<file path="src/rtl/bus_cmd_controller.sv">
// bus_cmd_controller
//   Processor-side bus sequencer. Accepts decoded transfer commands, drives
//   one-cycle address phases (SRC then DST) with write strobes, hands block
//   transfers to the DMA engine through dma_grant/dma_done, and services level
//   interrupt requests with fixed or round-robin priority.
//
//   Handshake: a command is transferred on a rising clock edge where
//   cmd_valid & cmd_ready are both 1. cmd_ready is registered and is 1 only
//   while the sequencer sits in IDLE and busybus was 0 at the previous edge;
//   cmd_valid must hold its fields stable until that edge.
//
// Ports
//   clock, reset            rising-edge clock, synchronous active-high reset
//   cmd_valid/cmd_ready     command handshake
//   cmd_op/type/count       decoded command; cmd_src/cmd_dst its addresses
//   busybus                 another master owns the bus (blocks new work)
//   irq/irq_addr/irq_ack    interrupt request, data slot, one-hot acknowledge
//   dma_grant/dma_done      block-transfer handoff to the DMA engine
//   bus_addr/bus_addr_valid address phase (address is 0 when not valid)
//   io_write/mem_write      one-hot I/O write strobe, memory write strobe
//   err                     one-cycle pulse on illegal command / bad I/O address
//   dbg_state               current FSM state encoding
module bus_cmd_controller #(
    parameter int ADDR_W  = 8,
    parameter int N_IO    = 2,
    parameter int IO_BASE = 192,
    parameter int IO_WIN  = 32,
    parameter int RR_MODE = 0
) (
    input  logic              clock,
    input  logic              reset,
    input  logic              cmd_valid,
    output logic              cmd_ready,
    input  logic [1:0]        cmd_op,
    input  logic [1:0]        cmd_type,
    input  logic [5:0]        cmd_count,
    input  logic [ADDR_W-1:0] cmd_src,
    input  logic [ADDR_W-1:0] cmd_dst,
    input  logic              busybus,
    input  logic [N_IO-1:0]   irq,
    input  logic [ADDR_W-1:0] irq_addr,
    output logic [N_IO-1:0]   irq_ack,
    output logic              dma_grant,
    input  logic              dma_done,
    output logic [ADDR_W-1:0] bus_addr,
    output logic              bus_addr_valid,
    output logic [N_IO-1:0]   io_write,
    output logic              mem_write,
    output logic              err,
    output logic [2:0]        dbg_state
);

    localparam int IDX_W = (N_IO > 1) ? $clog2(N_IO) : 1;

    typedef enum logic [2:0] {
        S_IDLE = 3'd0,
        S_SRC  = 3'd1,
        S_DST  = 3'd2,
        S_DMA  = 3'd3,
        S_ACK  = 3'd4,
        S_ERR  = 3'd5
    } state_t;

    function automatic logic is_io(input logic [ADDR_W-1:0] a);
        logic [31:0] a32;
        a32 = 32'(a);
        return (a32 >= 32'(IO_BASE)) && (a32 < 32'(IO_BASE + N_IO * IO_WIN));
    endfunction

    // Only meaningful when is_io(a) holds.
    function automatic logic [IDX_W-1:0] io_idx(input logic [ADDR_W-1:0] a);
        logic [31:0] off;
        off = 32'(a) - 32'(IO_BASE);
        return IDX_W'(off / 32'(IO_WIN));
    endfunction

    function automatic logic [N_IO-1:0] onehot(input logic [IDX_W-1:0] i);
        logic [N_IO-1:0] v;
        v = '0;
        for (int k = 0; k < N_IO; k++) begin
            if (i == IDX_W'(k)) v[k] = 1'b1;
        end
        return v;
    endfunction

    state_t            state_q, state_d;
    logic [ADDR_W-1:0] src_q, src_d, dst_q, dst_d, irq_addr_q, irq_addr_d;
    logic              has_dst_q, has_dst_d;
    logic              dst_io_q, dst_io_d;
    logic              dst_bad_q, dst_bad_d;
    logic [IDX_W-1:0]  ack_idx_q, ack_idx_d;
    logic [IDX_W-1:0]  rr_ptr_q, rr_ptr_d;

    logic              cmd_ready_q, cmd_ready_d;
    logic [ADDR_W-1:0] bus_addr_q, bus_addr_d;
    logic              bus_addr_valid_q, bus_addr_valid_d;
    logic [N_IO-1:0]   io_write_q, io_write_d;
    logic              mem_write_q, mem_write_d;
    logic              err_q, err_d;
    logic              dma_grant_q, dma_grant_d;
    logic [N_IO-1:0]   irq_ack_q, irq_ack_d;

    logic              accept;
    logic              irq_take;
    logic              plan_has_src, plan_has_dst, plan_src_io, plan_dst_io, plan_illegal;
    logic              plan_src_bad, plan_dst_bad;
    logic              win_found;
    logic [IDX_W-1:0]  win_idx, cand;

    // Single-word sequence plan for bus ops, keyed by {op[0], type}.
    always_comb begin
        plan_has_src = 1'b0;
        plan_has_dst = 1'b0;
        plan_src_io  = 1'b0;
        plan_dst_io  = 1'b0;
        plan_illegal = 1'b0;
        case ({cmd_op[0], cmd_type})
            3'b0_00: plan_has_dst = 1'b1;
            3'b1_00: plan_has_src = 1'b1;
            3'b0_01: begin plan_has_src = 1'b1; plan_src_io = 1'b1; plan_has_dst = 1'b1; end
            3'b1_01: begin plan_has_src = 1'b1; plan_has_dst = 1'b1; plan_dst_io = 1'b1; end
            3'b1_10: begin plan_has_src = 1'b1; plan_has_dst = 1'b1; end
            3'b0_11: begin plan_has_dst = 1'b1; plan_dst_io = 1'b1; end
            3'b1_11: begin plan_has_src = 1'b1; plan_src_io = 1'b1; end
            default: plan_illegal = 1'b1;
        endcase
        plan_src_bad = plan_src_io && !is_io(cmd_src);
        plan_dst_bad = plan_dst_io && !is_io(cmd_dst);
    end

    // Interrupt winner: scan starts at the RR pointer in round-robin mode,
    // at index 0 in fixed mode; the first set request wins.
    always_comb begin
        win_found = 1'b0;
        win_idx   = '0;
        cand      = '0;
        for (int i = 0; i < N_IO; i++) begin
            if (RR_MODE != 0) cand = IDX_W'((int'(rr_ptr_q) + i) % N_IO);
            else              cand = IDX_W'(i);
            if (!win_found && irq[cand]) begin
                win_found = 1'b1;
                win_idx   = cand;
            end
        end
    end

    // A presented command holds off interrupts even in the cycle where
    // cmd_ready is still catching up after busybus drops.
    always_comb begin
        accept   = (state_q == S_IDLE) && cmd_valid && cmd_ready_q;
        irq_take = (state_q == S_IDLE) && !cmd_valid && !busybus && win_found;
    end

    // Next-state logic.
    always_comb begin
        state_d = state_q;
        case (state_q)
            S_IDLE: begin
                if (accept) begin
                    if (cmd_op[1])                state_d = S_IDLE;
                    else if (cmd_count != 6'd0)   state_d = (cmd_type == 2'b01 || cmd_type == 2'b10)
                                                            ? S_DMA : S_ERR;
                    else if (plan_illegal)        state_d = S_ERR;
                    else if (plan_has_src)        state_d = plan_src_bad ? S_ERR : S_SRC;
                    else                          state_d = plan_dst_bad ? S_ERR : S_DST;
                end else if (irq_take) begin
                    state_d = S_ACK;
                end
            end
            S_SRC: begin
                if (has_dst_q) state_d = dst_bad_q ? S_ERR : S_DST;
                else           state_d = S_IDLE;
            end
            S_DMA:   if (dma_done) state_d = S_IDLE;
            default: state_d = S_IDLE;
        endcase
    end

    // Command / interrupt context captured at the entry edge.
    always_comb begin
        src_d      = accept ? cmd_src      : src_q;
        dst_d      = accept ? cmd_dst      : dst_q;
        has_dst_d  = accept ? plan_has_dst : has_dst_q;
        dst_io_d   = accept ? plan_dst_io  : dst_io_q;
        dst_bad_d  = accept ? plan_dst_bad : dst_bad_q;
        irq_addr_d = irq_take ? irq_addr : irq_addr_q;
        ack_idx_d  = irq_take ? win_idx  : ack_idx_q;
        rr_ptr_d   = irq_take ? IDX_W'((int'(win_idx) + 1) % N_IO) : rr_ptr_q;
    end

    // Outputs are a function of the state being entered, so the registered
    // outputs line up with the state register.
    always_comb begin
        cmd_ready_d      = 1'b0;
        bus_addr_d       = '0;
        bus_addr_valid_d = 1'b0;
        io_write_d       = '0;
        mem_write_d      = 1'b0;
        err_d            = 1'b0;
        dma_grant_d      = 1'b0;
        irq_ack_d        = '0;
        case (state_d)
            S_IDLE: cmd_ready_d = !busybus;
            S_SRC: begin
                bus_addr_d       = src_d;
                bus_addr_valid_d = 1'b1;
            end
            S_DST: begin
                bus_addr_d       = dst_d;
                bus_addr_valid_d = 1'b1;
                if (dst_io_d) io_write_d  = onehot(io_idx(dst_d));
                else          mem_write_d = 1'b1;
            end
            S_DMA: dma_grant_d = 1'b1;
            S_ACK: begin
                bus_addr_d       = irq_addr_d;
                bus_addr_valid_d = 1'b1;
                mem_write_d      = 1'b1;
                irq_ack_d        = onehot(ack_idx_d);
            end
            S_ERR:   err_d = 1'b1;
            default: ;
        endcase
    end

    always_ff @(posedge clock) begin
        if (reset) begin
            state_q          <= S_IDLE;
            src_q            <= '0;
            dst_q            <= '0;
            has_dst_q        <= 1'b0;
            dst_io_q         <= 1'b0;
            dst_bad_q        <= 1'b0;
            irq_addr_q       <= '0;
            ack_idx_q        <= '0;
            rr_ptr_q         <= '0;
            cmd_ready_q      <= 1'b0;
            bus_addr_q       <= '0;
            bus_addr_valid_q <= 1'b0;
            io_write_q       <= '0;
            mem_write_q      <= 1'b0;
            err_q            <= 1'b0;
            dma_grant_q      <= 1'b0;
            irq_ack_q        <= '0;
        end else begin
            state_q          <= state_d;
            src_q            <= src_d;
            dst_q            <= dst_d;
            has_dst_q        <= has_dst_d;
            dst_io_q         <= dst_io_d;
            dst_bad_q        <= dst_bad_d;
            irq_addr_q       <= irq_addr_d;
            ack_idx_q        <= ack_idx_d;
            rr_ptr_q         <= rr_ptr_d;
            cmd_ready_q      <= cmd_ready_d;
            bus_addr_q       <= bus_addr_d;
            bus_addr_valid_q <= bus_addr_valid_d;
            io_write_q       <= io_write_d;
            mem_write_q      <= mem_write_d;
            err_q            <= err_d;
            dma_grant_q      <= dma_grant_d;
            irq_ack_q        <= irq_ack_d;
        end
    end

    assign cmd_ready      = cmd_ready_q;
    assign bus_addr       = bus_addr_q;
    assign bus_addr_valid = bus_addr_valid_q;
    assign io_write       = io_write_q;
    assign mem_write      = mem_write_q;
    assign err            = err_q;
    assign dma_grant      = dma_grant_q;
    assign irq_ack        = irq_ack_q;
    assign dbg_state      = state_q;

endmodule

</file>
<file path="config.mk">
export PLATFORM = sky130hd
export DESIGN_NAME = bus_cmd_controller
export DESIGN_NICKNAME = d
export VERILOG_FILES = /design/src/rtl/bus_cmd_controller.sv
export SDC_FILE = /design/constraint.sdc
export NUM_CORES = 1
export LEC_CHECK = 0
export ABC_AREA = 1
export ABC_CLOCK_PERIOD_IN_PS = 2200
export CAP_MARGIN = 20
export CORE_AREA = 2 2 62 79
export CTS_BUF_LIST = sky130_fd_sc_hd__clkbuf_4 sky130_fd_sc_hd__clkbuf_8 sky130_fd_sc_hd__clkbuf_16
export DETAILED_ROUTE_END_ITERATION = 16
export DIE_AREA = 0 0 64 81
export GPL_TIMING_DRIVEN = 0
export PLACE_DENSITY = 0.77
export SYNTH_ARGS = -nofsm -noshare
export SYNTH_HDL_FRONTEND = slang
export SYNTH_SLANG_ARGS = --single-unit
</file>
<file path="constraint.sdc">
create_clock -name clock -period 2.2 [get_ports clock]
set_input_delay 0.44 -clock clock [delete_from_list [all_inputs] [get_ports clock]]
set_output_delay 0.44 -clock clock [all_outputs]
set_load 0.05 [all_outputs]
</file>
# Yosys cells after proc, flatten, opt, wreduce, memory -nomap -nowiden
# Index checks and enable logic that the tools add are counted.
dict set report word_totals {
  elab_cells 100
  register_bits 48
  out_inout_bits 20
}
dict set report op_classes {
  n_addsub 1
  eq_ne 15
  order_cmp 2
  bitwise 4
  mux 35
  n_reduce_logical 27
}
# op n
set op_table {}
lappend op_table {{2-to-1 mux 3 bit} 12}
lappend op_table {{2-to-1 mux 8 bit} 3}
lappend op_table {{case mux 8 bit (3 select lines)} 1}
lappend op_table {{== test 3 bit, second input constant} 6}
lappend op_table {{2-to-1 mux 1 bit} 17}
lappend op_table {{greater-or-equal comparator 8 bit, second input constant} 2}
lappend op_table {{== test 3 x 2 -> 1 bit, second input constant} 4}
lappend op_table {{OR reduction 5 bit} 2}
lappend op_table {{== test 3 x 1 -> 1 bit, second input constant} 3}
lappend op_table {{logical NOT 3 bit} 3}
lappend op_table {{case mux 3 bit (3 select lines)} 1}
lappend op_table {{logical AND 1 bit} 8}
lappend op_table {{OR reduction 2 bit} 4}
lappend op_table {{OR reduction 7 bit} 1}
lappend op_table {{nonzero test 6 bit} 1}
lappend op_table {{OR reduction 3 bit} 2}
lappend op_table {{subtractor 6 x 1 -> 6 bit, second input constant} 1}
lappend op_table {{logical NOT 1 bit} 5}
lappend op_table {{NOT 1 bit} 4}
lappend op_table {{== test 2 x 1 -> 1 bit, second input constant} 1}
lappend op_table {{== test 2 bit, second input constant} 1}
lappend op_table {{case mux 1 bit (2 select lines)} 1}
lappend op_table {{logical OR 1 bit} 1}

# Depth between registers and ports, before layout
dict set report depth {
  word_depth 14
  depth_mapped 15
}

# Worst setup path before layout
# No wires, ideal clock.
dict set report synth_path {
  path_kind {register to register}
  from {reg state_q[0] (netlist: dbg_state[0])}
  to {reg bus_addr_q[0] (netlist: bus_addr[0])}
  path_stages_with_launch 12
  arrival_ns 1.715
  required_ns 2.086
  period_less_slack_ns 1.829
  path_slack_ns 0.371
  cell_sequence {dfxtp_1 -> inv_1 -> nor2_1 -> nand2_1 -> nor3_1 -> nor2_1 -> a21boi_2 -> buf_6 -> nand3_1 -> nand2_1 -> a21oi_1 -> nor2_1}
}
dict set report synth_via {
  elab_chain_len 9
  elab_cells_between_ends 19
  cone_classes {5 x eq/ne; 8 x mux; 6 x reduce/logical}
}
# item line
set synth_rtl {}
lappend synth_rtl {{start: declaration} 86} ;# state_t state_q, state_d;
lappend synth_rtl {{start signal: assignment} 246} ;# state_q <= state_d;
lappend synth_rtl {{logical NOT 3 bit} {150, 151, 157}}
lappend synth_rtl {{logical AND 1 bit (3 in series)} 151} ;# irq_take = (state_q == S_IDLE) && !cmd_valid && !busybus && win_found;
lappend synth_rtl {{2-to-1 mux 3 bit} 166} ;# end else if (irq_take) begin
lappend synth_rtl {{2-to-1 mux 3 bit} 159} ;# if (accept) begin
lappend synth_rtl {{case mux 3 bit (3 select lines)} 157} ;# case (state_q)
lappend synth_rtl {{== test 3 bit (tied with other cells)} 202} ;# case (state_d)
lappend synth_rtl {{case mux 8 bit (3 select lines) (*)} 202}
lappend synth_rtl {{end signal: assignment} 256} ;# bus_addr_q <= bus_addr_d;
lappend synth_rtl {{end: declaration} 95} ;# logic [ADDR_W-1:0] bus_addr_q, bus_addr_d;
# Every way passes the cells marked *; elsewhere a longest branch is shown, timed or not.
# A chain may end at the register's enable or synchronous reset.

# Final worst setup path
dict set report layout_path {
  from {in cmd_type[0]}
  to {reg bus_addr_q[1] (netlist: bus_addr[1])}
}
dict set report layout_via {
  elab_chain_len 13
  elab_cells_between_ends 32
  cone_classes {11 x eq/ne; 13 x mux; 8 x reduce/logical}
}
# item line
set layout_rtl {}
lappend layout_rtl {{start: declaration} 35} ;# input logic [1:0] cmd_type,
lappend layout_rtl {{== test 3 x 2 -> 1 bit (tied with other cells)} 117} ;# case ({cmd_op[0], cmd_type})
lappend layout_rtl {{OR reduction 2 bit (no source line)} --}
lappend layout_rtl {{2-to-1 mux 1 bit} 117}
lappend layout_rtl {{logical AND 1 bit, on equally long branches} {128, 127}}
lappend layout_rtl {{2-to-1 mux 3 bit, on equally long branches} {165, 164}}
lappend layout_rtl {{2-to-1 mux 3 bit} 164} ;# else if (plan_has_src) state_d = plan_src_bad ? S_ERR : S_SRC;
lappend layout_rtl {{2-to-1 mux 3 bit} 163} ;# else if (plan_illegal) state_d = S_ERR;
lappend layout_rtl {{2-to-1 mux 3 bit (*)} 161} ;# else if (cmd_count != 6'd0) state_d = (cmd_type == 2'b01 || cmd_type == 2'b10)
lappend layout_rtl {{2-to-1 mux 3 bit (*)} 160} ;# if (cmd_op[1]) state_d = S_IDLE;
lappend layout_rtl {{2-to-1 mux 3 bit (*)} 159}
lappend layout_rtl {{case mux 3 bit (3 select lines) (*)} 157}
lappend layout_rtl {{== test 3 bit (tied with other cells)} 202}
lappend layout_rtl {{case mux 8 bit (3 select lines) (*)} 202}
# Marked as above.

==> flow_summary.toml <==
[power_and_ir_drop]
ir_drop_uv = 328.6
net-switching-power_mw = 0.4243
p_leak_nw = 1.251
p_int_mw = 1.102
p_seq_share_pct = 49.6
pwr-share-clk_pct = 31.9
p_total_mw = 1.526
pwr-share-comb_pct = 18.5
p_per_area_nw_per_um2 = 551.4
p_sw_share_pct = 27.80

[clocking]
clock_sinks = 40
root_buffer = "clkbuf_8"
cts_buffers = 5
cts-hold-fix-buffers = 0
clockBufferDepth = 2
cts_tree = "yes"
ctsHtreeMaxLevel = 2
clk-insertion-delay-late_ns = 0.30
clkTransAtPathRegs_ns = 0.08

[route]
vias = 1922
wire_per_inst_um = 11.38
vias_per_cell = 4.711
post-route-drc-count = 0
finalWirelength_um = 4645
first_iter_violations = 76
dr.pass1.iters = 4
drtAntennaViolNets = 0

[run]
cap_violations = 0

[worst_setup_path]
worstSetupPathType = "in -> reg"
cp-endpoint = "bus_addr[1]"
cp_data_required_time_ns = 2.44
reg2reg_to = "bus_addr[5]"
cp-end-kind = "register"
start_kind = "primary input"
r2r_slack_ns = 0.41
path_max_fanout = 6
worst-r2r-cell-count = 8
rr_startpoint = "dbg_state[0]"
cp-startpoint = "cmd_type[0]"
crit_arrival_ns = 2.27

[outcome]
status = "completed"

[grt]
overflow = 0
antenna_found_initial = 0
grt_max_degree = 14
gr-usage-all-layers_pct = 19.30
grt_pass1_wl_um = 7872
grt_pass1_vias = 1878

[timing]
fin_crit_sh_pct = 92.04
hold_viol = 0
fin_crit_ns = 2.025
slew-limit-headroom_pct = 65.17
worst_slack_ns = 0.1751
clock.fmax_mhz = 493.8
tightest_slew_ns = 0.5224
fin_skew_ns = 0.006886
slew_viol_final = 0
setup_violations = 0

[finish]
stdcell_area_sq_um = 2768
nets = 394
antenna-diode-count = 0
drive_gt1_share_pct = 13.79
syn_to_final_growth_pct = 38.42
final_cells = 408
fill_cells = 413

[synth]
ys_types = 29
ys_ff_latch = 40
synthCells = 279
synth_area_sq_um = 1999
ys_seq_area_share_pct = 40.05
yosys_warnings = 0
synth_nets = 326
avgSynthCellArea_sq_um = 7.166

[placed_design]
dpl.hpwl_um = 3480
place_ws_ns = -0.4278
placed_area_sq_um = 2655
portBuffers = 58
globalplace.congestion = 0.8382
dp.cells = 397

[die]
die_area_sq_um = 5184
io_pins = 61
coreArea_sq_um = 4519
dieHeight_um = 81
die_width_um = 64
rows = 28
start_util_pct = 44.24

[hold_path]
hp-class = "in -> reg"
worst min path at each step:
stage	start	endpoint	slack, ns	cells past startpoint
2_1_floorplan	src_q[4]	src_q[4]	0.48	2
3_3_place_gp	src_q[7]	src_q[7]	0.50	2
3_5_place_dp	src_q[4]	src_q[4]	0.51	2
4_1_cts	cmd_op[0]	has_dst_q	0.44	3
5_1_grt	cmd_op[0]	has_dst_q	0.49	3
6_report	cmd_op[0]	has_dst_q	0.45	3
power groups by stage:
stage	Sequential, mW	Clock (mW)	Combinational, mW
3_3_place_gp	0.774	0	0.275
5_1_grt	0.760	0.517	0.314
6_report	0.757	0.487	0.282
2_1_floorplan	0.797	0	0.137
3_5_place_dp	0.775	0	0.278
4_1_cts	0.757	0.492	0.281
cells by family after synthesis:
| group | count (synthesis) | share of synthesized area (%) |
|---|---|---|
| AND/OR/NAND/NOR | 138 | 32.85 |
| adder cells (fa/ha/maj) | 6 | 3.755 |
| flip-flops | 40 | 40.05 |
| buffers and inverters | 56 | 11.89 |
| AO/OA/AOI/OAI | 39 | 11.45 |
area by class of cell:
cell class,instances,area (sq um),share of cell area (%)
Sequential cell,40,800.8,28.93
Clock inverter,3,18.77,0.6781
Multi-Input combinational cell,183,968.4,34.99
Timing Repair Buffer,61,598.1,21.61
Buffer,12,72.57,2.622
Clock buffer,5,68.82,2.486
Tap cell,60,75.07,2.712
Inverter,44,165.2,5.967
cell usage after synthesis, drive strengths merged:
cell type	n	area share [%]
nand3b	1	0.38
buf	5	2.3
nor4	1	0.31
nand2	49	10
dfxtp	40	40
nand3	17	4.5
clkbuf	7	1.3
a21boi	2	0.94
a21oi	12	3.2
o21a	8	3.0
nand4	2	1.4
o21ai	16	4.0
nor3	5	1.3
ha	6	3.8
or2	16	5.0
a31oi	1	0.31
inv	44	8.3
nor2	47	9.7
critical path, cell delays in order:
cell and delay, ns:
dlygate4sd2_1 0.30, ha_1 0.25, inv_1 0.06, nand2_1 0.06, a21oi_1 0.21, nand4_1 0.22
a21boi_4 0.28, buf_2 0.20, nand3_1 0.08, nand2_1 0.06, a21oi_1 0.04, nor2_1 0.08
cells in the final DEF, fill, tap and decap left out, types with 8 or more instances in the layout:
master | synthesis | routed
clkdlybuf4s50_1 | 0 | 56
nor2_1 | 44 | 44
inv_1 | 42 | 42
nand2_1 | 42 | 42
dfxtp_1 | 40 | 40
or2_2 | 16 | 16
o21ai_0 | 16 | 16
nand3_1 | 16 | 16
a21oi_1 | 11 | 11
o21a_1 | 8 | 8
what timing repair did:
item / CTS / global route
gates resized for setup: 2 / 2
pin swaps: 2 / 1
cloned: 1 / 0
endpoints found under the setup margin: 10 / 10
setup buffers: 2 / 0
through the flow:
stage	hold slack, ns	utilization (%)	setup TNS, ns
after floorplan	0.4819	-	0
after global placement	0.5045	58.75	-4.346
after detailed placement	0.5103	58.75	-5.086
after CTS	0.4435	61.07	0
after global routing	0.4903	61.24	-0.01065
final	0.4539	61.24	0
sequential cells by signal, summed over array words and instances (netlist names):
register / count
dst_io_q: 1
cmd_ready: 1
bus_addr: 8
has_dst_q: 1
ack_idx_q: 1
irq_ack: 2
src_q: 8
dma_grant: 1
io_write: 2
err: 1
dst_bad_q: 1
dst_q: 8
dbg_state: 3
mem_write: 1
bus_addr_valid: 1
per-layer routing:
metal | wire length (um) | global-route usage (%) | up-vias | share of wire (%)
li1 | - | - | 996 | -
met1 | 1928 | 21.18 | 859 | 42
met2 | 2342 | 35.83 | 60 | 50
met3 | 279 | 3.740 | 7 | 6.0
met4 | 95 | 8.478 | 0 | 2.0
met5 | 0 | 0 | - | 0
(Power assumes the default switching activity.)
